--- src/rtl/bus_w_sink_pkg.sv ---
// -----------------------------------------------------------------------------
// bus_w_sink_pkg
// Shared definitions for the W bus sink: destination codes, the R0 byte-b
// mask, the two-state write FSM encoding and a byte-lane mask helper.
// Bit numbering note: the W bus numbers bit 0 as the MSB. In this RTL vectors
// are declared [15:0], so W byte b (bus bits 0:7) is [15:8] and W byte a
// (bus bits 8:15) is [7:0].
// -----------------------------------------------------------------------------
package bus_w_sink_pkg;

  localparam int          NREGS_DEF       = 8;
  localparam logic [15:0] R0_LOW_MASK_DEF = 16'hFF00;

  typedef enum logic [2:0] {
    DST_IR   = 3'd0,
    DST_KI   = 3'd1,
    DST_AT   = 3'd2,
    DST_AC   = 3'd3,
    DST_AR   = 3'd4,
    DST_IC   = 3'd5,
    DST_RN   = 3'd6,
    DST_SWAP = 3'd7
  } dst_e;

  typedef enum logic {
    ST_IDLE   = 1'b0,
    ST_COMMIT = 1'b1
  } state_e;

  // Bit mask of the lanes a write touches; inhibit inputs are active high.
  function automatic logic [15:0] lane_mask(input logic bwb, input logic bwa);
    lane_mask = {{8{~bwb}}, {8{~bwa}}};
  endfunction

endpackage

--- src/rtl/bus_w_sink_bw_byte_reg.sv ---
// -----------------------------------------------------------------------------
// bw_byte_reg
// One 16-bit register with independent byte-b / byte-a load enables and an
// increment enable. Any byte write takes priority over the increment: written
// bytes take d, unwritten bytes hold their current (pre-increment) value.
// Ports:
//   clk   in   clock
//   clr   in   asynchronous active-high clear
//   we_b  in   load byte b (bits [15:8]) from d
//   we_a  in   load byte a (bits [7:0]) from d
//   inc   in   increment modulo 2^16 when no byte is written
//   d     in   load data
//   q     out  register contents
// -----------------------------------------------------------------------------
module bw_byte_reg (
  input  logic        clk,
  input  logic        clr,
  input  logic        we_b,
  input  logic        we_a,
  input  logic        inc,
  input  logic [15:0] d,
  output logic [15:0] q
);

  logic [15:0] r_q;
  logic [15:0] w_next;

  // Next value: byte loads beat the increment, no carry merging.
  always_comb begin
    w_next = r_q;
    if (we_b || we_a) begin
      if (we_b) begin
        w_next[15:8] = d[15:8];
      end else begin
        w_next[15:8] = r_q[15:8];
      end
      if (we_a) begin
        w_next[7:0] = d[7:0];
      end else begin
        w_next[7:0] = r_q[7:0];
      end
    end else if (inc) begin
      w_next = r_q + 16'd1;
    end else begin
      w_next = r_q;
    end
  end

  // Register with asynchronous clear.
  always_ff @(posedge clk or posedge clr) begin
    if (clr) begin
      r_q <= 16'h0000;
    end else begin
      r_q <= w_next;
    end
  end

  assign q = r_q;

endmodule

--- src/rtl/bus_w_sink.sv ---
// -----------------------------------------------------------------------------
// bus_w_sink
// Destination side of the internal W bus. A request stages the W word and
// its routing, the following cycle commits the selected bytes into IR, KI,
// AT, AC, AR, IC or R0..R7 and pulses ack. AR and IC carry free-running
// increment inputs; R0's non-mask bits are flags loaded only via flag_we.
// Ports:
//   clk_sys, clr           clock, asynchronous active-high reset
//   w, req, dst, rn        W word, write request, destination, Rn index
//   bwb, bwa               byte b / byte a write inhibits
//   ar_inc, ic_inc         AR / IC increment
//   flag_we, flags         R0 flag write
//   ack, busy              commit pulse, staged-write indicator
//   ir, ki, at, ac, ar, ic register contents
//   r                      general registers, R0 in r[15:0]
// -----------------------------------------------------------------------------
module bus_w_sink
  import bus_w_sink_pkg::*;
#(
  parameter int          NREGS       = NREGS_DEF,
  parameter logic [15:0] R0_LOW_MASK = R0_LOW_MASK_DEF
) (
  input  logic                clk_sys,
  input  logic                clr,
  input  logic [15:0]         w,
  input  logic                req,
  output logic                ack,
  input  logic [2:0]          dst,
  input  logic [2:0]          rn,
  input  logic                bwb,
  input  logic                bwa,
  input  logic                ar_inc,
  input  logic                ic_inc,
  input  logic                flag_we,
  input  logic [15:0]         flags,
  output logic [15:0]         ir,
  output logic [15:0]         ki,
  output logic [15:0]         at,
  output logic [15:0]         ac,
  output logic [15:0]         ar,
  output logic [15:0]         ic,
  output logic [16*NREGS-1:0] r,
  output logic                busy
);

  state_e      r_state;
  state_e      w_state_next;
  logic [15:0] r_stg_w;
  dst_e        r_stg_dst;
  logic [2:0]  r_stg_rn;
  logic        r_stg_bwb;
  logic        r_stg_bwa;
  logic        r_ack;
  logic        r_busy;

  // Special registers indexed by their destination code 0..5.
  logic [5:0]  w_sp_we_b;
  logic [5:0]  w_sp_we_a;
  logic [5:0]  w_sp_inc;
  logic [15:0] w_sp_d [6];
  logic [15:0] w_sp_q [6];

  logic [NREGS-1:0] w_rn_we_b;
  logic [NREGS-1:0] w_rn_we_a;
  logic [15:0]      w_rn_q [NREGS];

  logic [15:0] w_r0_wmask;
  logic [15:0] w_r0_fmask;
  logic [15:0] w_r0_d;
  logic        w_r0_we;
  logic        w_commit;

  // Next-state logic: capture on req in IDLE, always return from COMMIT.
  always_comb begin
    w_state_next = r_state;
    case (r_state)
      ST_IDLE: begin
        if (req) begin
          w_state_next = ST_COMMIT;
        end else begin
          w_state_next = ST_IDLE;
        end
      end
      ST_COMMIT: w_state_next = ST_IDLE;
      default:   w_state_next = ST_IDLE;
    endcase
  end

  // State, staging register and registered ack/busy.
  always_ff @(posedge clk_sys or posedge clr) begin
    if (clr) begin
      r_state   <= ST_IDLE;
      r_stg_w   <= 16'h0000;
      r_stg_dst <= DST_IR;
      r_stg_rn  <= 3'd0;
      r_stg_bwb <= 1'b1;
      r_stg_bwa <= 1'b1;
      r_ack     <= 1'b0;
      r_busy    <= 1'b0;
    end else begin
      r_state <= w_state_next;
      r_ack   <= (w_state_next == ST_COMMIT);
      r_busy  <= (w_state_next == ST_COMMIT);
      if (r_state == ST_IDLE && req) begin
        r_stg_w   <= w;
        r_stg_dst <= dst_e'(dst);
        r_stg_rn  <= rn;
        r_stg_bwb <= bwb;
        r_stg_bwa <= bwa;
      end else begin
        r_stg_w   <= r_stg_w;
        r_stg_dst <= r_stg_dst;
        r_stg_rn  <= r_stg_rn;
        r_stg_bwb <= r_stg_bwb;
        r_stg_bwa <= r_stg_bwa;
      end
    end
  end

  assign w_commit = (r_state == ST_COMMIT);

  // Commit decode: per-register byte enables and load data.
  always_comb begin
    w_sp_we_b = 6'b000000;
    w_sp_we_a = 6'b000000;
    w_rn_we_b = '0;
    w_rn_we_a = '0;
    for (int i = 0; i < 6; i++) begin
      w_sp_d[i] = r_stg_w;
    end
    w_sp_inc = {ic_inc, ar_inc, 4'b0000};
    if (w_commit) begin
      case (r_stg_dst)
        DST_IR, DST_KI, DST_AT, DST_AC, DST_AR, DST_IC: begin
          w_sp_we_b[r_stg_dst] = ~r_stg_bwb;
          w_sp_we_a[r_stg_dst] = ~r_stg_bwa;
        end
        DST_RN: begin
          for (int i = 0; i < NREGS; i++) begin
            if (r_stg_rn == i[2:0]) begin
              w_rn_we_b[i] = ~r_stg_bwb;
              w_rn_we_a[i] = ~r_stg_bwa;
            end else begin
              w_rn_we_b[i] = 1'b0;
              w_rn_we_a[i] = 1'b0;
            end
          end
        end
        DST_SWAP: begin
          // Byte a of W lands in byte b of AC, gated by bwa only.
          w_sp_we_b[DST_AC] = ~r_stg_bwa;
          w_sp_we_a[DST_AC] = 1'b0;
          w_sp_d[DST_AC]    = {r_stg_w[7:0], r_stg_w[7:0]};
        end
        default: begin
          w_sp_we_b = 6'b000000;
          w_sp_we_a = 6'b000000;
        end
      endcase
    end else begin
      w_sp_we_b = 6'b000000;
      w_sp_we_a = 6'b000000;
    end
  end

  // R0 merge: W writes only mask bits, flag_we only non-mask bits; disjoint.
  always_comb begin
    w_r0_wmask = 16'h0000;
    w_r0_fmask = 16'h0000;
    if (w_commit && r_stg_dst == DST_RN && r_stg_rn == 3'd0) begin
      w_r0_wmask = lane_mask(r_stg_bwb, r_stg_bwa) & R0_LOW_MASK;
    end else begin
      w_r0_wmask = 16'h0000;
    end
    if (flag_we) begin
      w_r0_fmask = ~R0_LOW_MASK;
    end else begin
      w_r0_fmask = 16'h0000;
    end
    w_r0_d  = (w_rn_q[0] & ~(w_r0_wmask | w_r0_fmask))
            | (r_stg_w & w_r0_wmask)
            | (flags & w_r0_fmask);
    w_r0_we = |(w_r0_wmask | w_r0_fmask);
  end

  genvar gi;
  generate
    for (gi = 0; gi < 6; gi++) begin : g_sp
      bw_byte_reg u_reg (
        .clk  (clk_sys),
        .clr  (clr),
        .we_b (w_sp_we_b[gi]),
        .we_a (w_sp_we_a[gi]),
        .inc  (w_sp_inc[gi]),
        .d    (w_sp_d[gi]),
        .q    (w_sp_q[gi])
      );
    end

    for (gi = 0; gi < NREGS; gi++) begin : g_rn
      if (gi == 0) begin : g_r0
        bw_byte_reg u_reg (
          .clk  (clk_sys),
          .clr  (clr),
          .we_b (w_r0_we),
          .we_a (w_r0_we),
          .inc  (1'b0),
          .d    (w_r0_d),
          .q    (w_rn_q[gi])
        );
      end else begin : g_rx
        bw_byte_reg u_reg (
          .clk  (clk_sys),
          .clr  (clr),
          .we_b (w_rn_we_b[gi]),
          .we_a (w_rn_we_a[gi]),
          .inc  (1'b0),
          .d    (r_stg_w),
          .q    (w_rn_q[gi])
        );
      end
      assign r[16*gi +: 16] = w_rn_q[gi];
    end
  endgenerate

  assign ir   = w_sp_q[0];
  assign ki   = w_sp_q[1];
  assign at   = w_sp_q[2];
  assign ac   = w_sp_q[3];
  assign ar   = w_sp_q[4];
  assign ic   = w_sp_q[5];
  assign ack  = r_ack;
  assign busy = r_busy;

endmodule

--- config.mk ---
export PLATFORM = sky130hd
export DESIGN_NAME = bus_w_sink
export DESIGN_NICKNAME = d
export VERILOG_FILES = /design/src/rtl/bus_w_sink_pkg.sv /design/src/rtl/bus_w_sink_bw_byte_reg.sv /design/src/rtl/bus_w_sink.sv
export SDC_FILE = /design/constraint.sdc
export NUM_CORES = 1
export LEC_CHECK = 0
export BUFFER_PORTS_ARGS = -buffer_cell sky130_fd_sc_hd__buf_4
export CAP_MARGIN = 20
export CORE_UTILIZATION = 45
export DETAILED_ROUTE_END_ITERATION = 8
export GPL_ROUTABILITY_DRIVEN = 0
export PLACE_DENSITY = 0.8
export RECOVER_POWER = 25
export SYNTH_ARGS = -nofsm -noshare
export SYNTH_HDL_FRONTEND = slang
export SYNTH_SLANG_ARGS = --single-unit
--- constraint.sdc ---
create_clock -name clk_sys -period 11.15 [get_ports clk_sys]
set_input_delay 2.23 -clock clk_sys [delete_from_list [all_inputs] [get_ports clk_sys]]
set_output_delay 2.23 -clock clk_sys [all_outputs]
set_load 0.02 [all_outputs]
* After elaboration in Yosys (flattened, before gate mapping)
Index checks and enable logic that the tools add are counted.
** Word-level totals
- Register bits :: 249
- Latch bits :: 0
- Memory bits (writable) :: 0
- Memory bits (read-only) :: 0
- Input bits :: 46
- Output and inout port bits :: 226
- Memories kept :: 0
** Cells by class
- Add/subtract/negate cells :: 2
- Multiply operators :: 0
- Divide/modulo/power cells :: 0
- Order comparisons :: 2
- Equality and inequality tests :: 18
- Shifts and indexed selects :: 0
- Muxes and demuxes :: 44
- Bitwise operators :: 12
- Reductions and logical operators :: 49
** Operators with widths (count)
- $mux 16 :: 7
- $mux 8 :: 9
- $reduce_and 2->1 :: 26
- $and 16x16->16 :: 3
- $or 16x16->16 :: 3
- $add 16x1->16 const B :: 2
- $eq 3x3->1 const B :: 8
- $mux 1 :: 19
- $not 16->16 :: 1
- $reduce_or 16->1 :: 1
- $logic_or 1x1->1 :: 13
- $and 6x6->6 :: 2
- $eq 3x2->1 const B :: 4
- $mux 6 :: 2
- $ne 2x2->1 const B :: 4
- $eq 3x1->1 const B :: 2
- $logic_not 3->1 :: 2
- $mux 3 :: 2
- $reduce_or 6->1 :: 1
- $logic_and 1x1->1 :: 4
- $lt 3x4->1 const B :: 1
- $mux 2 :: 2
- $pmux 1 s2 :: 2
- $reduce_bool 2->1 :: 2
- 3 further kinds :: 5

* Longest topological paths before layout
Gate-level depths: netlist of run 1.
- Depth in word-level cells :: 10
- Gate-level depth with buffers :: 7
- Depth with buffers taken out :: 5

* Cells and area by module
From an unflattened synthesis of run 1, not the netlist that was laid out.
** Unflattened totals
- Cell total of the unflattened synthesis :: 1516
- Area total of the unflattened synthesis :: 13992.2 µm²
** Modules (own cells, without submodules)
- bw_byte_reg :: times used 14, cells each 99, area an instance 893.4 µm²
- bus_w_sink :: times used 1, cells each 130, area an instance 1485.2 µm²

* Worst setup path after synthesis of run 1
No wires, ideal clock.
- Path type :: input -> register
- Start point :: in req
- End point :: reg r_stg_dst[0]
- Library setup time :: 125 ps
- Arrival time :: 3298 ps
- Data required time :: 11025 ps
- Path slack :: 7727 ps
- Stages :: 4
- Buffers on the path :: 2
- Cell sequence :: nor2b_1 -> clkbuf_1 -> buf_1 -> mux2_2
** On the way
- Longest elaborated chain between the ends :: 1
** RTL lines
- from (decl) :: line bus_w_sink.sv:26 : input logic req,
- $logic_and 1x1->1 :: line bus_w_sink.sv:104 : if (r_state == ST_IDLE && req) begin
- to (signal assigned) :: line bus_w_sink.sv:106 : r_stg_dst <= dst_e'(dst);
- to (signal assigned) :: line bus_w_sink.sv:112 : r_stg_dst <= r_stg_dst;
- to (decl) :: line bus_w_sink.sv:49 : dst_e r_stg_dst;
No other way between the ends.
A chain may end at the register's enable or synchronous reset.

==> results of run 1 <==
[layout make-up]
type / instances / area, sq um
fill: 1794 / 9240
tap: 313 / 392
multi-input combinational: 476 / 4110
inverter: 9 / 35.0
clock inverter: 5 / 53.8
timing repair buffer: 268 / 2050
clock buffer: 43 / 806
sequential: 249 / 6230
[per-layer routing]
layer / part of all wire / global-route usage
met4: 0.030 / 0.0770
met5: 0 / 0
met1: 0.41 / 0.321
met2: 0.48 / 0.404
met3: 0.079 / 0.0553
[state kept, by name, summed over array words and instances, names as in the netlist, named ones only]
register	flops
busy	1
g_rn.g_rx.u_reg.q	112
r_stg_bwb	1
r_stg_w	16
r_stg_rn	3
r_stg_dst	3
r_stg_bwa	1
g_sp.u_reg.q	96
[worst register-to-register path: cells and delay by family, from the launching register on]
kind             cells  cell delay, ns
and+or+nand+nor      3            1.70
DFF                  1            0.67
muxes                1            0.44
[cell families after synthesis]
kind of cell	synth area share
AOI/OAI and AO/OA	0.0758
adders and majority gates	0.00235
buffers and inverters	0.0232
DFF	0.586
muxes	0.236
and+or+nand+nor	0.0759
[Yosys cell counts, types with 3 or more instances]
library cell	instances	area (sq um)
nand3_1	28	140
nand4_1	8	50.1
a21oi_1	6	30.0
a2bb2oi_1	5	43.8
o21ai_1	4	20.0
and3_1	5	31.3
nand2_1	25	93.8
a31oi_1	5	31.3
mux2i_1	11	110
mux2_2	191	2150
and2_1	5	31.3
buf_1	6	22.5
nor2_1	10	37.5
o2bb2a_1	8	80.1
nor4_1	5	31.3
clkbuf_1	34	128
o22ai_1	18	113
o2bb2ai_1	3	26.3
nor3_1	13	65.1
inv_1	9	33.8
dfrtp_1	247	6180
o21ai_0	18	90.1
buf_4	4	30.0
o211ai_1	8	60.1
mux2_4	16	240
nor2b_1	5	31.3
a22oi_1	20	150
nor2_2	12	75.1
o22a_1	6	52.6
or3_1	7	43.8
nand2b_1	5	31.3
[final timing paths]
path	startpoint	end	slack [ns]	cells after the start
worst max-delay path	clr	r_stg_bwb	6.03	4
worst min-delay path	g_sp[3].u_reg.q[10]	g_sp[3].u_reg.q[10]	0.48	2
worst max register to register	busy	flip-flop	8.23	4
worst min register to register	g_sp[3].u_reg.q[10]	g_sp[3].u_reg.q[10]	0.48	2
max in group clk_sys	busy	ack	7.48	1
min in group asynchronous	clr	g_sp[4].u_reg.q[3]	3.01	2
[report_power, final]
group | total, uW | switching [uW] | internal (uW)
clock | 862 | 348 | 514
combinational | 1080 | 575 | 507
sequential | 1390 | 248 | 1140
total | 3330 | 1170 | 2160
[metrics by stage]
step	total power [uW]	util	cell area, sq um	std cells	setup slack [ns]
after floorplan	1950	-	10600	782	2.08
after global placement	2450	0.559	12800	1313	7.26
after detailed placement	2480	0.559	12800	1313	7.25
after CTS	3350	0.597	13700	1361	7.46
after global routing	3480	0.597	13700	1363	5.40
final	3330	0.597	13700	1363	6.03
==> results.py, run 1 <==
metrics = {
    "status": {
        "status": "finished, violations left",
        "failed_checks": "max-capacitance violations, max-slew violations",
    },
    "floorplan": {
        "die_x_microns": 156,
        "fp-row-count": 55,
        "ios": 272,
        "start_util": 0.464,
        "core_sq_um": 22900,
        "die_y_microns": 156,
        "die_area_sq_um": 24200,
    },
    "synth": {
        "yosysWarningCount": 0,
        "synth-edff-count": 0,
        "ys_seq_elements": 249,
        "synthCells": 782,
        "ys_types": 57,
        "synth_async_sr_flop_share": 1.00,
        "ys.flop_type": "dfrtp_1",
        "syn-num-nets": 830,
        "avgSynthCellArea_sq_um": 13.6,
        "syn_area_sq_um": 10600,
        "ys_seq_area_frac": 0.586,
    },
    "timing": {
        "fin_crit_ns": 5.12,
        "finClkSkew_ns": 0.0111,
        "final-max-slew-violation-count": 111,
        "tightest_slew_ns": 4.24,
        "finalSetupViolations": 0,
        "max_freq_mhz": 195,
        "hold_viol": 0,
        "slew_headroom": -1.84,
        "whs_ns": 0.481,
        "tns_ns": 0,
        "rsz0062_at_grt": "false",
        "finalCritPeriodShare": 0.459,
    },
    "critical_path": {
        "worstPathArrival_ns": 5.76,
        "worstSetupStartpointType": "input port",
        "crit_chain": "clkbuf_4, clkinvlp_2, buf_4, buf_16",
        "cp-end-kind": "asynchronous set/reset pin",
        "critPathKind": "in -> async",
        "worst_ep_required_time_ns": 11.79,
        "path_buf_inv": 4,
        "max_stage_delay_ns": 2.36,
        "crit_family": "buffers and inverters",
        "cpMaxStageDelayCell": "clkinvlp_2",
        "worst-path-max-fanout": 93,
    },
    "routing": {
        "drt_wl_total_microns": 29700,
        "first_iter_violations": 406,
        "antenna_left": 0,
        "drt_pass1_iterations": 5,
        "drc": 0,
        "wl_per_cell_microns": 21.8,
        "via_count": 7768,
        "viasPerCell": 5.70,
    },
    "layout": {
        "area_growth_pct": 28.7,
        "num_antenna_cells": 0,
        "layout_commonest_cell": "buf_4",
        "mostFrequentLayoutCells": "buf_4, dfrtp_1, mux2_2",
        "drive_above_1_share": 0.497,
        "num-nets-final": 1078,
    },
    "pwr": {
        "ir_drop_mv": 0.172,
        "leakage_uw": 0.00671,
        "power_density_nw_per_um2": 244,
    },
    "clock_tree": {
        "clockRootBuffer": "clkbuf_16",
        "worstSkewPairLatency_ns": 0.52,
        "clk_pin_slew_ns": 0.06,
        "clock-sinks": 249,
        "cts.htree.levels": 1,
        "cts_buffer_depth": 3,
        "cts_tree": "done",
        "cts_setup_buffers": 0,
        "cts_buffers": 26,
        "cts_resized": 0,
        "holdBufCountCts": 0,
    },
    "global_route": {
        "grt_first_pass_wirelength_microns": 45600,
        "antenna_found_initial": 0,
        "grt_start_max_net_pins": 94,
        "overflow": 0,
        "grt_usage": 0.245,
        "first_global_vias": 7851,
    },
    "place": {
        "dp_hpwl_microns": 20100,
        "portBuffers": 263,
    },
    "worst_hold_path": {
        "hold_path.class": "reg -> reg",
    },
    "flow_run": {
        "cap_violations": 2,
    },
}
No activity file was read; power rests on OpenSTA's default activity.
==> run 2: changes to the inputs <==
==> constraint.sdc (replaced) <==
create_clock -name clk_sys -period 5 [get_ports clk_sys]
set_input_delay 1 -clock clk_sys [delete_from_list [all_inputs] [get_ports clk_sys]]
set_output_delay 1 -clock clk_sys [all_outputs]
set_load 0.02 [all_outputs]
==> results.py, run 2 (synthesis gave the netlist of run 1 again) <==
metrics = {
    "status": {
        "status": "complete, no violations",
    },
    "clock_tree": {
        "cts_buffer_depth": 3,
        "holdBufCountCts": 0,
        "clock-sinks": 249,
        "clockRootBuffer": "clkbuf_16",
        "clk_pin_slew_ns": 0.06,
        "cts.htree.levels": 1,
        "cts_resized": 0,
        "cts_tree": "done",
        "cts_setup_buffers": 0,
        "worstSkewPairLatency_ns": 0.52,
        "cts_buffers": 26,
    },
    "critical_path": {
        "rrSetupSlack_ns": 2.24,
        "worst-path-max-fanout": 16,
        "worst_ep_required_time_ns": 5.40,
        "worstSetupStartpointType": "flip-flop",
        "reg2regPathDepth": 4,
        "cp-end-kind": "flip-flop",
        "max_stage_delay_ns": 0.79,
        "reg2reg_to": "g_sp[5].u_reg.q[8]",
        "cpMaxStageDelayCell": "o21ai_1",
        "worstReg2RegStart": "busy",
        "worstPathArrival_ns": 3.15,
        "critPathKind": "reg -> reg",
        "crit_chain": "nand4b_1, o21ai_1, a22oi_1, o2bb2a_1",
    },
    "worst_hold_path": {
        "worstHoldEndpoint": "g_sp[3].u_reg.q[8]",
        "hold_path.class": "reg -> reg",
        "hold-path-cell-count": 2,
        "min_from": "g_sp[3].u_reg.q[8]",
    },
    "timing": {
        "finalSetupViolations": 0,
        "rsz0062_at_grt": "false",
        "finClkSkew_ns": 0.0106,
        "max_freq_mhz": 363,
        "fin_crit_ns": 2.76,
        "hold_viol": 0,
        "finalCritPeriodShare": 0.551,
        "tightest_slew_ns": 0.932,
        "tns_ns": 0,
        "slew_headroom": 0.374,
        "final-max-slew-violation-count": 0,
    },
    "routing": {
        "antenna_left": 0,
        "first_iter_violations": 454,
        "via_count": 7682,
        "viasPerCell": 5.66,
        "drc": 0,
        "drt_wl_total_microns": 29500,
        "drt_pass1_iterations": 6,
        "wl_per_cell_microns": 21.8,
    },
    "global_route": {
        "grt_start_max_net_pins": 129,
        "grt_first_pass_wirelength_microns": 45200,
        "overflow": 0,
        "grt_usage": 0.243,
        "antenna_found_initial": 0,
        "first_global_vias": 7765,
    },
    "layout": {
        "fin_area_sq_um": 13700,
        "drive_above_1_share": 0.510,
        "num_antenna_cells": 0,
        "num-nets-final": 1075,
        "final_util": 0.598,
        "area_growth_pct": 29.0,
        "mostFrequentLayoutCells": "buf_4, dfrtp_1, mux2_2",
        "largest_reg_flops": 112,
        "layout_commonest_cell": "buf_4",
    },
    "pwr": {
        "leakage_uw": 0.00672,
        "p_clk_frac": 0.264,
        "ir_drop_mv": 0.402,
        "seq_power_share": 0.414,
        "power_density_nw_per_um2": 546,
        "p_comb_frac": 0.322,
        "switching_share": 0.350,
        "p_sw_uw": 2620,
        "p_int_uw": 4860,
    },
    "floorplan": {
        "die_x_microns": 156,
        "core_sq_um": 22900,
        "fp-row-count": 55,
        "die_area_sq_um": 24200,
        "ios": 272,
        "start_util": 0.464,
        "die_y_microns": 156,
    },
    "place": {
        "dp_hpwl_microns": 20000,
        "dpl-instance-area_sq_um": 12800,
        "portBuffers": 263,
    },
    "flow_run": {
        "cap_violations": 0,
    },
}
run 2: cell types whose count changed in the layout (fill, tap and decap cells not counted), moves of 2 or more:
| cell | change |
|---|---|
| nor2_2 | +7 |
| buf_4 | -3 |
| nor2_1 | -7 |
| clkbuf_1 | -6 |
| clkinv_2 | +2 |
| buf_16 | -2 |
| clkinvlp_4 | +2 |
| buf_12 | +2 |
run 2: worst max-delay path, delay by kind of cell, from the launching register on:
family             cells  cell delay [ns]
AOI/OAI and AO/OA      3             1.32
DFF                    1             0.68
and+or+nand+nor        1             0.63
run 2: layout make-up:
type                       instances  area (sq um)
sequential                       249          6230
fill                            1857          9200
timing repair buffer             265          2010
clock inverter                     9           100
clock buffer                      37           783
multi-input combinational        476          4160
inverter                           9          35.0
tap                              313           392
run 2: power groups by stage:
| stage | Combinational (uW) | Sequential [uW] | Clock [uW] |
|---|---|---|---|
| after floorplan | 816 | 3540 | 0 |
| after global placement | 2370 | 3090 | 0 |
| after detailed placement | 2420 | 3120 | 0 |
| after CTS | 2430 | 3090 | 2010 |
| after global routing | 2550 | 3170 | 2080 |
| final | 2410 | 3100 | 1970 |
run 2: per-layer routing:
| layer | global-route usage | up-vias | routed length (microns) |
|---|---|---|---|
| li1 | - | 3399 | - |
| met4 | 0.0682 | 0 | 773 |
| met5 | 0 | - | 0 |
| met2 | 0.400 | 324 | 14300 |
| met3 | 0.0567 | 56 | 2260 |
| met1 | 0.323 | 3903 | 12200 |
run 2: worst max path at each step:
stage          startpoint                         end  slack, ns  depth (start not counted)
2_1_floorplan         clr  asynchronous set/reset pin       0.73                          1
3_5_place_dp         busy          g_sp[5].u_reg.q[8]       2.31                          4
5_1_grt              busy          g_sp[5].u_reg.q[9]       2.06                          4
6_report             busy          g_sp[5].u_reg.q[8]       2.24                          4
3_3_place_gp         busy          g_sp[5].u_reg.q[8]       2.37                          4
4_1_cts              busy          g_sp[5].u_reg.q[8]       2.28                          4
run 2: per-stage QoR:
stage          total power, uW  hold slack (ns)  std cells  setup slack (ns)
3_5_place_dp              5540            0.473       1312              2.31
3_3_place_gp              5460            0.466       1312              2.37
4_1_cts                   7530            0.486       1358              2.28
6_report                  7480            0.483       1358              2.24
2_1_floorplan             4350            0.517        782             0.728
5_1_grt                   7810            0.503       1358              2.06
==> run 3: changes to the inputs <==
==> constraint.sdc (replaced) <==
create_clock -name clk_sys -period 2.69 [get_ports clk_sys]
set_input_delay 0.538 -clock clk_sys [delete_from_list [all_inputs] [get_ports clk_sys]]
set_output_delay 0.538 -clock clk_sys [all_outputs]
set_load 0.02 [all_outputs]
==> results.py, run 3 (synthesis gave the netlist of run 1 again) <==
metrics = {
    "status": {
        "status": "finished, violations left",
        "failed_checks": "max-capacitance violations, max-slew violations",
    },
    "layout": {
        "num-nets-final": 1093,
        "fillCellCount": 1816,
        "largest_reg_flops": 112,
        "drive_above_1_share": 0.519,
        "layout_commonest_cell": "buf_4",
        "num_antenna_cells": 0,
        "mostFrequentLayoutCells": "buf_4, dfrtp_1, mux2_2",
        "area_growth_pct": 30.1,
    },
    "pwr": {
        "leakage_uw": 0.00680,
        "ir_drop_mv": 0.662,
        "power_density_nw_per_um2": 1010,
        "power.total_uw": 14000,
    },
    "floorplan": {
        "die_x_microns": 156,
        "die_area_sq_um": 24200,
        "die_y_microns": 156,
        "start_util": 0.464,
        "ios": 272,
        "fp-row-count": 55,
        "core_sq_um": 22900,
    },
    "place": {
        "dpl_worst_slack_ns": 0.435,
        "dp_hpwl_microns": 20400,
        "portBuffers": 263,
    },
    "critical_path": {
        "cp-end-kind": "flip-flop",
        "worst_ep_required_time_ns": 3.11,
        "worstSetupStartpointType": "flip-flop",
        "critPathKind": "reg -> reg",
        "worst-path-max-fanout": 10,
        "worstPathArrival_ns": 2.71,
    },
    "timing": {
        "finClkSkew_ns": 0.0187,
        "slew_headroom": -0.0560,
        "hold_viol": 0,
        "finalCritPeriodShare": 0.852,
        "setup_ws_ns": 0.399,
        "tightest_slew_ns": 1.58,
        "fin_crit_ns": 2.29,
        "final-max-slew-violation-count": 75,
        "rsz0062_at_grt": "false",
        "max_freq_mhz": 437,
        "finalSetupViolations": 0,
    },
    "clock_tree": {
        "cts_tree": "done",
        "worstSkewPairLatency_ns": 0.55,
        "cts_buffer_depth": 3,
        "clockRootBuffer": "clkbuf_16",
        "cts_setup_buffers": 0,
        "cts_buffers": 27,
        "holdBufCountCts": 0,
        "cts_resized": 0,
        "cts.htree.levels": 1,
        "clk_pin_slew_ns": 0.06,
        "clock-sinks": 249,
    },
    "global_route": {
        "grt.busiest_layer": "met2",
        "grt_start_max_net_pins": 75,
        "grt_util_met3": 0.0586,
        "grt_usage": 0.249,
        "met2_usage": 0.414,
        "antenna_found_initial": 0,
        "first_global_vias": 7774,
        "overflow": 0,
        "grt_first_pass_wirelength_microns": 46000,
        "grt_use_met1": 0.326,
    },
    "routing": {
        "drt_pass1_iterations": 7,
        "viasPerCell": 5.59,
        "wl_per_cell_microns": 21.7,
        "first_iter_violations": 423,
        "via_count": 7701,
        "antenna_left": 0,
        "drc": 0,
        "drt_wl_total_microns": 29800,
    },
    "flow_run": {
        "cap_violations": 1,
    },
    "worst_hold_path": {
        "hold_path.class": "in -> async",
    },
}
## run 3: power by group
part / switching (uW) / total [uW] / internal, uW / leakage (uW)
registers: 1030 / 5760 / 4730 / 0.00318
clock network: 1520 / 3730 / 2210 / 0.000440
logic: 2400 / 4520 / 2120 / 0.00318
total: 4950 / 14000 / 9060 / 0.00680
## run 3: critical path, cell delays in order, from the launching register on
cell and delay [ns]:
dfrtp_1 0.56, nand4b_4 0.15, or3b_1 0.49, or3_1 0.57
mux2_4 0.38
## run 3: area by class of cell
type,count,area [sq um],area share
tap,313,392,0.0283
clock inverter,10,124,0.00896
multi-input combinational,476,4160,0.301
sequential,249,6230,0.451
clock buffer,38,777,0.0562
inverter,9,35.0,0.00253
timing repair buffer,282,2110,0.152
## run 3: through the flow
stage | area (sq um) | cells | utilization | TNS [ns] | hold WS [ns]
global route | 13800 | 1377 | 0.603 | 0 | 0.0968
floorplan | 10600 | 782 | - | -277.18 | 0.517
finish | 13800 | 1377 | 0.603 | 0 | 0.0558
CTS | 13900 | 1377 | 0.606 | 0 | 0.0130
global placement | 13000 | 1329 | 0.567 | 0 | 0.467
detailed placement | 13000 | 1329 | 0.567 | 0 | 0.477
## run 3: path summary, 6_finish.rpt
kind	start	end	slack, ns	depth (start not counted)
hold reg to reg	g_sp[3].u_reg.q[9]	g_sp[3].u_reg.q[9]	0.49	2
min in group clk_sys	rn[2]	r_stg_rn[2]	0.22	2
setup / recovery	r_stg_dst[1]	g_rn[4].g_rx.u_reg.q[13]	0.40	4
hold / removal	clr	g_sp[4].u_reg.q[8]	0.06	2
max in group asynchronous	clr	g_rn[4].g_rx.u_reg.q[0]	0.71	3
setup reg to reg	r_stg_dst[1]	g_rn[4].g_rx.u_reg.q[13]	0.40	4
## run 3: metal layers
metal / routed length [microns] / part of all wire / vias to the layer above
met4: 702 / 0.024 / 0
met3: 2240 / 0.075 / 49
met1: 12300 / 0.41 / 3929
met2: 14600 / 0.49 / 302
met5: 0 / 0 / -
li1: - / - / 3421
